`config.mk`:
```
export PLATFORM = sky130hd
export DESIGN_NAME = rr_arb_mux
export DESIGN_NICKNAME = d
export VERILOG_FILES = /design/src/rtl/rr_arb_mux_pkg.sv /design/src/rtl/rr_arb_mux_rr_pick.sv /design/src/rtl/rr_arb_mux.sv
export SDC_FILE = /design/constraint.sdc
export NUM_CORES = 1
export LEC_CHECK = 0
export ABC_CLOCK_PERIOD_IN_PS = 3900
export BUFFER_PORTS_ARGS = -buffer_cell sky130_fd_sc_hd__buf_2
export CORE_AREA = 2 2 53 55
export DETAILED_ROUTE_END_ITERATION = 16
export DIE_AREA = 0 0 55 57
export GPL_TIMING_DRIVEN = 0
export PLACE_DENSITY = 0.77
export SLEW_MARGIN = 20
export SYNTH_ARGS = -nofsm -noshare
export SYNTH_HDL_FRONTEND = slang
export SYNTH_SLANG_ARGS = --single-unit
```
`constraint.sdc`:
```
create_clock -name clk -period 3.9 [get_ports clk]
set_clock_uncertainty 0.15 [all_clocks]
set_input_delay 0.195 -clock clk [delete_from_list [all_inputs] [get_ports clk]]
set_output_delay 0.195 -clock clk [all_outputs]
set_load 0.02 [all_outputs]
```
`src/rtl/rr_arb_mux_pkg.sv`:
```
// Shared defaults, the arbitration mode type and the select one-hot check
// used by the round-robin arbiter/mux.
package rr_arb_mux_pkg;

  localparam int NUM_CH_DEF = 4;
  localparam int DATA_W_DEF = 4;
  localparam int MAX_CH     = 16;

  typedef enum logic {
    MODE_RR     = 1'b0,
    MODE_FORCED = 1'b1
  } mode_e;

  // Callers zero-extend their select vector to MAX_CH bits.
  function automatic logic is_onehot(input logic [MAX_CH-1:0] v);
    return $countones(v) == 1;
  endfunction

endpackage

```
`src/rtl/rr_arb_mux_rr_pick.sv`:
```
// Combinational round-robin search: first requester at or above ptr,
// wrapping from NUM_CH-1 back to 0. Grant is one-hot or zero.
module rr_pick #(
  parameter int NUM_CH = 4,
  parameter int PTR_W  = $clog2(NUM_CH)
) (
  input  logic [NUM_CH-1:0] req,
  input  logic [PTR_W-1:0]  ptr,
  output logic [NUM_CH-1:0] grant
);

  logic found;
  int   idx;

  always_comb begin
    // NOTE: every variable gets a default before any conditional assignment,
    // so no path leaves it unassigned and no latch is inferred.
    grant = '0;
    found = 1'b0;
    idx   = 0;
    for (int i = 0; i < NUM_CH; i++) begin
      idx = int'(ptr) + i;
      if (idx >= NUM_CH) idx = idx - NUM_CH;
      if (!found && req[idx]) begin
        grant[idx] = 1'b1;
        found      = 1'b1;
      end
    end
  end

endmodule

```
`src/rtl/rr_arb_mux.sv`:
```
// N-channel arbiter/mux with a single registered output beat. Round-robin or
// forced one-hot selection; one beat per cycle under continuous ready.
module rr_arb_mux
  import rr_arb_mux_pkg::*;
#(
  parameter int NUM_CH = NUM_CH_DEF,
  parameter int DATA_W = DATA_W_DEF
) (
  input  logic                     clk,
  input  logic                     reset,
  input  logic                     mode_i,
  input  logic [NUM_CH-1:0]        sel_i,
  input  logic [NUM_CH-1:0]        ch_valid_i,
  input  logic [NUM_CH*DATA_W-1:0] ch_data_i,
  output logic [NUM_CH-1:0]        ch_ready_o,
  output logic                     out_valid_o,
  output logic [DATA_W-1:0]        out_data_o,
  output logic [NUM_CH-1:0]        out_grant_o,
  input  logic                     out_ready_i,
  output logic                     sel_err_o
);

  localparam int PTR_W = $clog2(NUM_CH);

  mode_e              mode;
  logic               sel_ok;
  logic               load_en;
  logic [NUM_CH-1:0]  rr_grant;
  logic [NUM_CH-1:0]  grant;
  logic               xfer;
  logic [PTR_W-1:0]   xfer_idx;
  logic [DATA_W-1:0]  xfer_data;

  logic [PTR_W-1:0]   ptr_q,       ptr_d;
  logic               out_valid_q, out_valid_d;
  logic [DATA_W-1:0]  out_data_q,  out_data_d;
  logic [NUM_CH-1:0]  out_grant_q, out_grant_d;
  logic               sel_err_q,   sel_err_d;

  rr_pick #(
    .NUM_CH (NUM_CH),
    .PTR_W  (PTR_W)
  ) u_pick (
    .req   (ch_valid_i),
    .ptr   (ptr_q),
    .grant (rr_grant)
  );

  always_comb begin
    mode    = mode_e'(mode_i);
    sel_ok  = is_onehot(MAX_CH'(sel_i));
    load_en = !out_valid_q || out_ready_i;

    grant = '0;
    if (mode == MODE_RR)  grant = rr_grant;
    else if (sel_ok)      grant = sel_i & ch_valid_i;

    // Ready is gated by reset so nothing can handshake while state is cleared.
    ch_ready_o = (reset && load_en) ? grant : '0;
    xfer       = |(ch_ready_o & ch_valid_i);

    xfer_idx  = '0;
    xfer_data = '0;
    for (int k = 0; k < NUM_CH; k++) begin
      if (ch_ready_o[k]) begin
        xfer_idx  = PTR_W'(k);
        xfer_data = ch_data_i[k*DATA_W +: DATA_W];
      end
    end
  end

  always_comb begin
    ptr_d       = ptr_q;
    out_valid_d = out_valid_q;
    out_data_d  = out_data_q;
    out_grant_d = out_grant_q;

    if (load_en) out_valid_d = xfer;
    if (xfer) begin
      out_data_d  = xfer_data;
      out_grant_d = ch_ready_o;
      if (mode == MODE_RR)
        ptr_d = (xfer_idx == PTR_W'(NUM_CH - 1)) ? '0 : xfer_idx + PTR_W'(1);
    end

    sel_err_d = (mode == MODE_FORCED) && !sel_ok;
  end

  always_ff @(posedge clk) begin
    // NOTE: sequential state uses non-blocking assignments so every flop
    // samples the pre-edge values regardless of statement order.
    if (!reset) begin
      ptr_q       <= '0;
      out_valid_q <= 1'b0;
      out_data_q  <= '0;
      out_grant_q <= '0;
      sel_err_q   <= 1'b0;
    end else begin
      ptr_q       <= ptr_d;
      out_valid_q <= out_valid_d;
      out_data_q  <= out_data_d;
      out_grant_q <= out_grant_d;
      sel_err_q   <= sel_err_d;
    end
  end

  assign out_valid_o = out_valid_q;
  assign out_data_o  = out_data_q;
  assign out_grant_o = out_grant_q;
  assign sel_err_o   = sel_err_q;

endmodule
```
Yosys cells after proc, flatten, opt, wreduce, memory -nomap -nowiden

Index checks and enable logic that the tools add are counted.

Add/sub/neg operators: 11
Magnitude comparators: 12
Equality and inequality tests: 2
Mux-type cells: 42
Bitwise logic cells: 6
Reductions and logical operators: 17

Operators by type and width:

| kind                                                 | count |
|---|---|
| >= comparator 32 x 1 -> 1 bit, second input constant | 4 |
| < comparator 32 x 4 -> 1 bit, second input constant  | 4 |
| 2-to-1 mux 32 bit                                    | 4 |
| >= comparator 32 x 4 -> 1 bit, second input constant | 3 |
| subtractor 32 x 4 -> 32 bit, second input constant   | 3 |
| 2-to-1 mux 4 bit                                     | 11 |
| 2-to-1 mux 1 bit                                     | 16 |
| bitwise OR 4 bit                                     | 3 |
| logical AND 1 bit                                    | 9 |
| AND 4 bit                                            | 2 |
| binary-select mux 1 bit (select 2 bit)               | 4 |
| demux 1 bit (select 2 bit)                           | 4 |
| adder 2 x 2 -> 3 bit, second input constant          | 2 |
| 2-to-1 mux 2 bit                                     | 3 |
| zero test 1 bit                                      | 5 |
| adder 1 x 1 -> 2 bit                                 | 2 |
| OR reduction 4 bit                                   | 1 |
| subtractor 2 x 3 -> 4 bit, second input constant     | 1 |
| adder 2 x 1 -> 3 bit, second input constant          | 1 |
| adder 2 x 2 -> 3 bit                                 | 1 |
| equality test 3 x 1 -> 1 bit, second input constant  | 1 |
| >= comparator 2 x 3 -> 1 bit, second input constant  | 1 |
| adder 2 x 1 -> 2 bit, second input constant          | 1 |
| equality test 2 bit, second input constant           | 1 |
| other kinds (3)                                      | 3 |

Register bits: 12
Bits of input ports: 28
Output and inout bits: 14
Logic and storage cells: 95

Logic depth before layout (Yosys ltp)

Depth after elaboration: 22
Gate-level depth with buffers: 13
Mapped depth without buffers: 13

By module

Synthesis repeated with hierarchy kept, for this count alone.

Cell total of the unflattened synthesis: 139
Area total of the unflattened synthesis: 1,278.7 um^2

By module, submodules not included:

| module     | times used | cells an instance | area an instance (um^2) | seq. area each (um^2) |
|---|---|---|---|---|
| rr_arb_mux | 1          | 101               | 920.9                   | 240.2 |
| rr_pick    | 1          | 38                | 357.8                   | 0.0 |

Least setup slack after synthesis

Ideal clock, no wire load.

Path kind: input to register
Start: in sel_i[0]
End: reg out_data_q[1], in the netlist out_data_o[1]
Setup time: 0.074 ns
Arrival time: 3.124 ns
Data required time: 3.676 ns
Slack: 0.552 ns
Cell stages on the path: 12
Buffers on the path: 0
Cell sequence: inv_1 fa_1 inv_1 ha_1 ha_1 or3b_2 a2111oi_0 o211ai_1 nand3_1 and3_1 o21ai_0 a31oi_1

Cells in the longest elaborated chain, start to end: 10
Elaborated cells on any way between the ends: 13
Those cells by class: 2 x add/sub; 1 x eq/ne; 7 x mux; 2 x bitwise; 1 x reduce/logical

RTL lines:

| item                                       | RTL line             | RTL |
|---|---|---|
| start, declared                            | rr_arb_mux.sv:12     | `input logic [NUM_CH-1:0] sel_i,` |
| adder 1 x 1 -> 2 bit (implied by the code) | rr_arb_mux_pkg.sv:16 | `return $countones(v) == 1;` |
| adder 2 x 2 -> 3 bit (implied by the code) | rr_arb_mux_pkg.sv:16 |  |
| equality test 3 x 1 -> 1 bit               | rr_arb_mux_pkg.sv:16 |  |
| 2-to-1 mux 4 bit (*)                       | rr_arb_mux.sv:56     | `else if (sel_ok) grant = sel_i & ch_valid_i;` |
| 2-to-1 mux 4 bit (*)                       | rr_arb_mux.sv:55     | `if (mode == MODE_RR) grant = rr_grant;` |
| 2-to-1 mux 4 bit (*)                       | rr_arb_mux.sv:59     | `ch_ready_o = (reset && load_en) ? grant : '0;` |
| net ch_ready_o[0]                          | rr_arb_mux.sv:15     | `output logic [NUM_CH-1:0] ch_ready_o,` |
| 2-to-1 mux 4 bit (4 in a row)              | rr_arb_mux.sv:65     | `if (ch_ready_o[k]) begin` |
| end signal, assigned                       | rr_arb_mux.sv:101    | `out_data_q <= out_data_d;` |
| end, declared                              | rr_arb_mux.sv:36     | `logic [DATA_W-1:0] out_data_q, out_data_d;` |

The timed path passes the listed nets; every way through them passes the cells marked *.
A chain may end at the register's enable or synchronous reset.

Final worst setup path

Start: reg ptr_q[0]
End: out ch_ready_o[1]

Cells in the longest elaborated chain, start to end: 17
Elaborated cells on any way between the ends: 65
Those cells by class: 7 x add/sub; 12 x order compare; 33 x mux; 3 x bitwise; 10 x reduce/logical

RTL lines:

| item                                                                 | RTL line                 | RTL |
|---|---|---|
| start, declared                                                      | rr_arb_mux.sv:34         | `logic [PTR_W-1:0] ptr_q, ptr_d;` |
| start signal, assigned                                               | rr_arb_mux.sv:99         | `ptr_q <= ptr_d;` |
| branches (longest 14 deep; another with subtractor 32 x 4 -> 32 bit) | -                        |  |
| 2-to-1 mux 4 bit (*)                                                 | rr_arb_mux_rr_pick.sv:24 | `if (!found && req[idx]) begin` |
| 2-to-1 mux 4 bit (*)                                                 | rr_arb_mux.sv:55         |  |
| 2-to-1 mux 4 bit (*)                                                 | rr_arb_mux.sv:59         |  |
| end, declared                                                        | rr_arb_mux.sv:15         |  |

Every way passes the cells marked *. The select of a mux whose other input is x is not followed.

==> results.md <==
- Once detail routing completed, the nets flagged for antenna violations numbered 0.
- The average via count per standard cell is 5.84.
- The worst hold path class is in -> reg.
- The worst-case headroom to the max-slew limit is 0.489.
- The largest net degree at the start of global routing is 11.
- The worst-case setup slack after placement is 0.141 ns.
- The worst setup path category is reg -> out.
- Synthesis produced a netlist with a net count of 192.
- The first-pass GRT wire length is 5320 microns.
- The flow ran to the end, and the final reports show no timing, DRC or antenna violations.
- Counting I/O delays and the setup requirement, the final critical path takes 3.57 ns.
- The number of failing hold endpoints at the final stage is 0.
- After technology mapping, the gate count stands at 156.
- From left edge to right edge, the die measures 55 microns.
- For this run, design rule violations remaining after detail routing come to 0.
- The area added between synthesis and finish is 22.5%.
- The register area share after synthesis is 0.195.
- The netlist area before placement is 1230 sq um.
- The share of the clock period used by the worst path is 0.915.
- For this run, the total global-route usage over all layers was measured as 0.223.
- The slew at the pin closest to its max-slew limit is 0.747 ns.
- In the final routed layout, each cell accounts on average for 14.0 microns.
- During synthesis, Yosys emitted a total of 0 warnings.
- The number of global-route vias before repair is 1256.
- 42 I/O pins were placed.
- The number of buffers created by CTS is 3.
- The initial utilization of the core area, before any placement, comes to 0.471.
- The share of synthesized flip-flops with an asynchronous set or reset is 0.
- The tool flagged a number of max-cap violations equal to 0.
- The buffer type at the clock tree root is clkbuf_4.
- At the end of routability-driven placement, the weighted congestion stood at 0.915.
- The die footprint is 3140 sq um.
- The startpoint identified for the worst register-to-register timing path is ptr_q[0].
- After synthesis, the netlist uses 44 different library cells.
- For this run the aggregate overflow at the end of global routing stands at 0.
- A synthesized cell averages 7.89 sq um.
- The worst setup path is captured at an output pin.
- The routed via count is 1349.
- The worst path meets setup with 0.332 ns of slack.
- The fraction of layout instances using a drive strength above 1 is 0.285.
- The design draws 0.000455 W.
- Setup repair after global routing left no endpoint under its margin.
- The final setup violation count is 0.
- The number of nets in the layout is 237.
- The endpoint required time on the critical path is 3.56 ns.
- At the end of the flow the core is filled with cells to 0.577.
- The number of buffers inserted by port buffering is 40.
- The minimum setup slack among reg-to-reg paths is 0.56 ns.
- The number of antenna violations at the first check in global routing is 0.
- The worst setup path is launched from a flop.
- The register clock-pin slew on the reported worst setup and hold paths is 0.09 ns.
- The final max-slew violation count is 0.
- 0 antenna diodes ended up in the layout.
- The number of inserted filler cells in the final layout is 251.
- The highest net fanout along the worst path is 9.
- The total area inside the core boundary comes to 2620 sq um.
- TritonCTS built the clock tree.
- The startpoint of the tightest hold check path is ch_data_i[14].
- The summed negative setup slack over all endpoints is 0 ns.
- The setup fix buffers added after clock tree synthesis is 0.
- The path with the worst hold slack has its endpoint at out_data_o[2].
- The peak supply drop is 0.244 mV.
- The clock net in this run drives a total of 12 sinks.
- The static leakage power is 0.771 nW.
- The number of hold buffers added after CTS was 0.
- In this run the vertical extent of the chip is 57 microns.
- The worst reg-to-reg path cell count is 11.
- For this run, the leading register cell type out of synthesis is dfxtp_1.
- Synthesis inferred 12 register bits.
- The highest clock rate is 280 MHz.
- The first-pass iteration count of the detailed router is 4.
- The insertion delay to the later sink of the worst-skew pair is 0.27 ns.
- In this run the critical register-to-register path is captured at out_data_o[1].
- For this block, the routed nets add up to 3240 microns of wire.
- For this design the ratio of total power to cell area is 302 nW/um^2.
- The H-tree depth is 1.
- The post-DP HPWL is 2570 microns.
- The instance count along the most critical hold path is 3.
- In this run the deepest clock path goes through 2 buffers.
- The floorplan has 19 rows.
- Counting flops with a built-in enable in the synthesized netlist gives 0.
- In this run, the number of DRC markers left after iteration 0 of detailed routing was 25.
- The arrival time of data at the critical path endpoint is 3.22 ns.
-- synth_stat cells (3+ instances only) --
cell,number,area share
o21ai_0,6,0.024
nand2_1,18,0.055
nand3b_1,4,0.024
nor2_1,7,0.021
a31oi_1,4,0.020
a21o_1,5,0.030
nor2b_1,3,0.015
o21ai_1,6,0.024
inv_1,16,0.049
dfxtp_1,12,0.20
mux4_2,3,0.055
o211ai_1,5,0.030
buf_6,3,0.027
mux2i_1,6,0.049
and3_1,5,0.025
a21oi_1,10,0.041
ha_1,7,0.071
-- metrics by stage --
| stage | area, sq um | hold slack, ns | std cells |
|---|---|---|---|
| after floorplan | 1230 | 0.187 | 156 |
| after global routing | 1510 | 0.0257 | 231 |
| final | 1510 | 0.0217 | 231 |
| after global placement | 1470 | 0.309 | 227 |
| after detailed placement | 1470 | 0.315 | 227 |
| after CTS | 1510 | 0.0194 | 231 |
-- flip-flops by register name, summed over array words and instances (netlist names) --
signal and flops:
sel_err_o 1, out_grant_o 4, out_data_o 4, ptr_q 2
out_valid_o 1
-- cell type report --
class	instances	area (sq um)	share of cell area
clock buffer	4	36.3	0.0241
timing repair buffer	40	200	0.133
tap	31	38.8	0.0257
multi-input combinational	120	877	0.582
buffer	7	51.3	0.0340
sequential	12	240	0.159
inverter	17	63.8	0.0423
-- cell families (layout without fill, tap and decap cells) --
| family | count (synthesis) | in the layout | synth area share |
|---|---|---|---|
| fa+ha+maj | 8 | 8 | 0.0874 |
| simple gates | 48 | 48 | 0.206 |
| mux | 9 | 9 | 0.104 |
| buf+inv | 24 | 68 | 0.0935 |
| compound gates | 55 | 55 | 0.314 |
| flops | 12 | 12 | 0.195 |
-- where the power goes --
part	internal, W	total [W]	leakage [nW]	switching (W)
Combinational	0.0000922	0.000214	0.652	0.000122
Sequential	0.000134	0.000141	0.0980	0.00000721
Clock	0.0000567	0.000100	0.0210	0.0000434
-- routing by layer --
layer	vias up	track usage	wire length (microns)
li1	659	-	-
met1	625	0.287	1380
met2	59	0.378	1600
met3	6	0.0419	210
met4	0	0.0557	43
met5	-	0	0
-- how the worst max path moves through the flow --
stage | start | endpoint | cells after the start
final | ptr_q[0] | ch_ready_o[1] | 9
after global routing | ptr_q[0] | ch_ready_o[1] | 9
after CTS | sel_i[0] | ch_ready_o[0] | 11
after detailed placement | sel_i[0] | out_data_o[1] | 13
after global placement | sel_i[0] | out_data_o[3] | 13
after floorplan | sel_i[0] | out_data_o[1] | 12
-- cells in the final DEF, fill, tap and decap left out, types with 5 or more instances in the layout --
| cell type | synthesis | layout |
|---|---|---|
| o21ai_1 | 6 | 6 |
| inv_1 | 16 | 16 |
| and3_1 | 5 | 5 |
| a21o_1 | 5 | 5 |
| mux2i_1 | 6 | 6 |
| a21oi_1 | 10 | 10 |
| dfxtp_1 | 12 | 12 |
| buf_2 | 2 | 42 |
| nor2_1 | 7 | 7 |
| nand2_1 | 18 | 18 |
| ha_1 | 7 | 7 |
| o211ai_1 | 5 | 5 |
| o21ai_0 | 6 | 6 |
-- worst max-delay path: stages (launching register included) --
cell	delay, ns
dfxtp_1	0.40
buf_6	0.17
inv_1	0.06
ha_1	0.37
or3b_1	0.41
a2111oi_0	0.70
o21ai_0	0.20
a31o_2	0.33
inv_2	0.13
buf_2	0.18
-- what timing repair did --
action / in CTS / in global routing
endpoints found under the setup margin: 0 / 1
endpoints found under the hold margin: 0 / 0
gates resized for setup: 0 / 1
(Power assumes the default switching activity.)
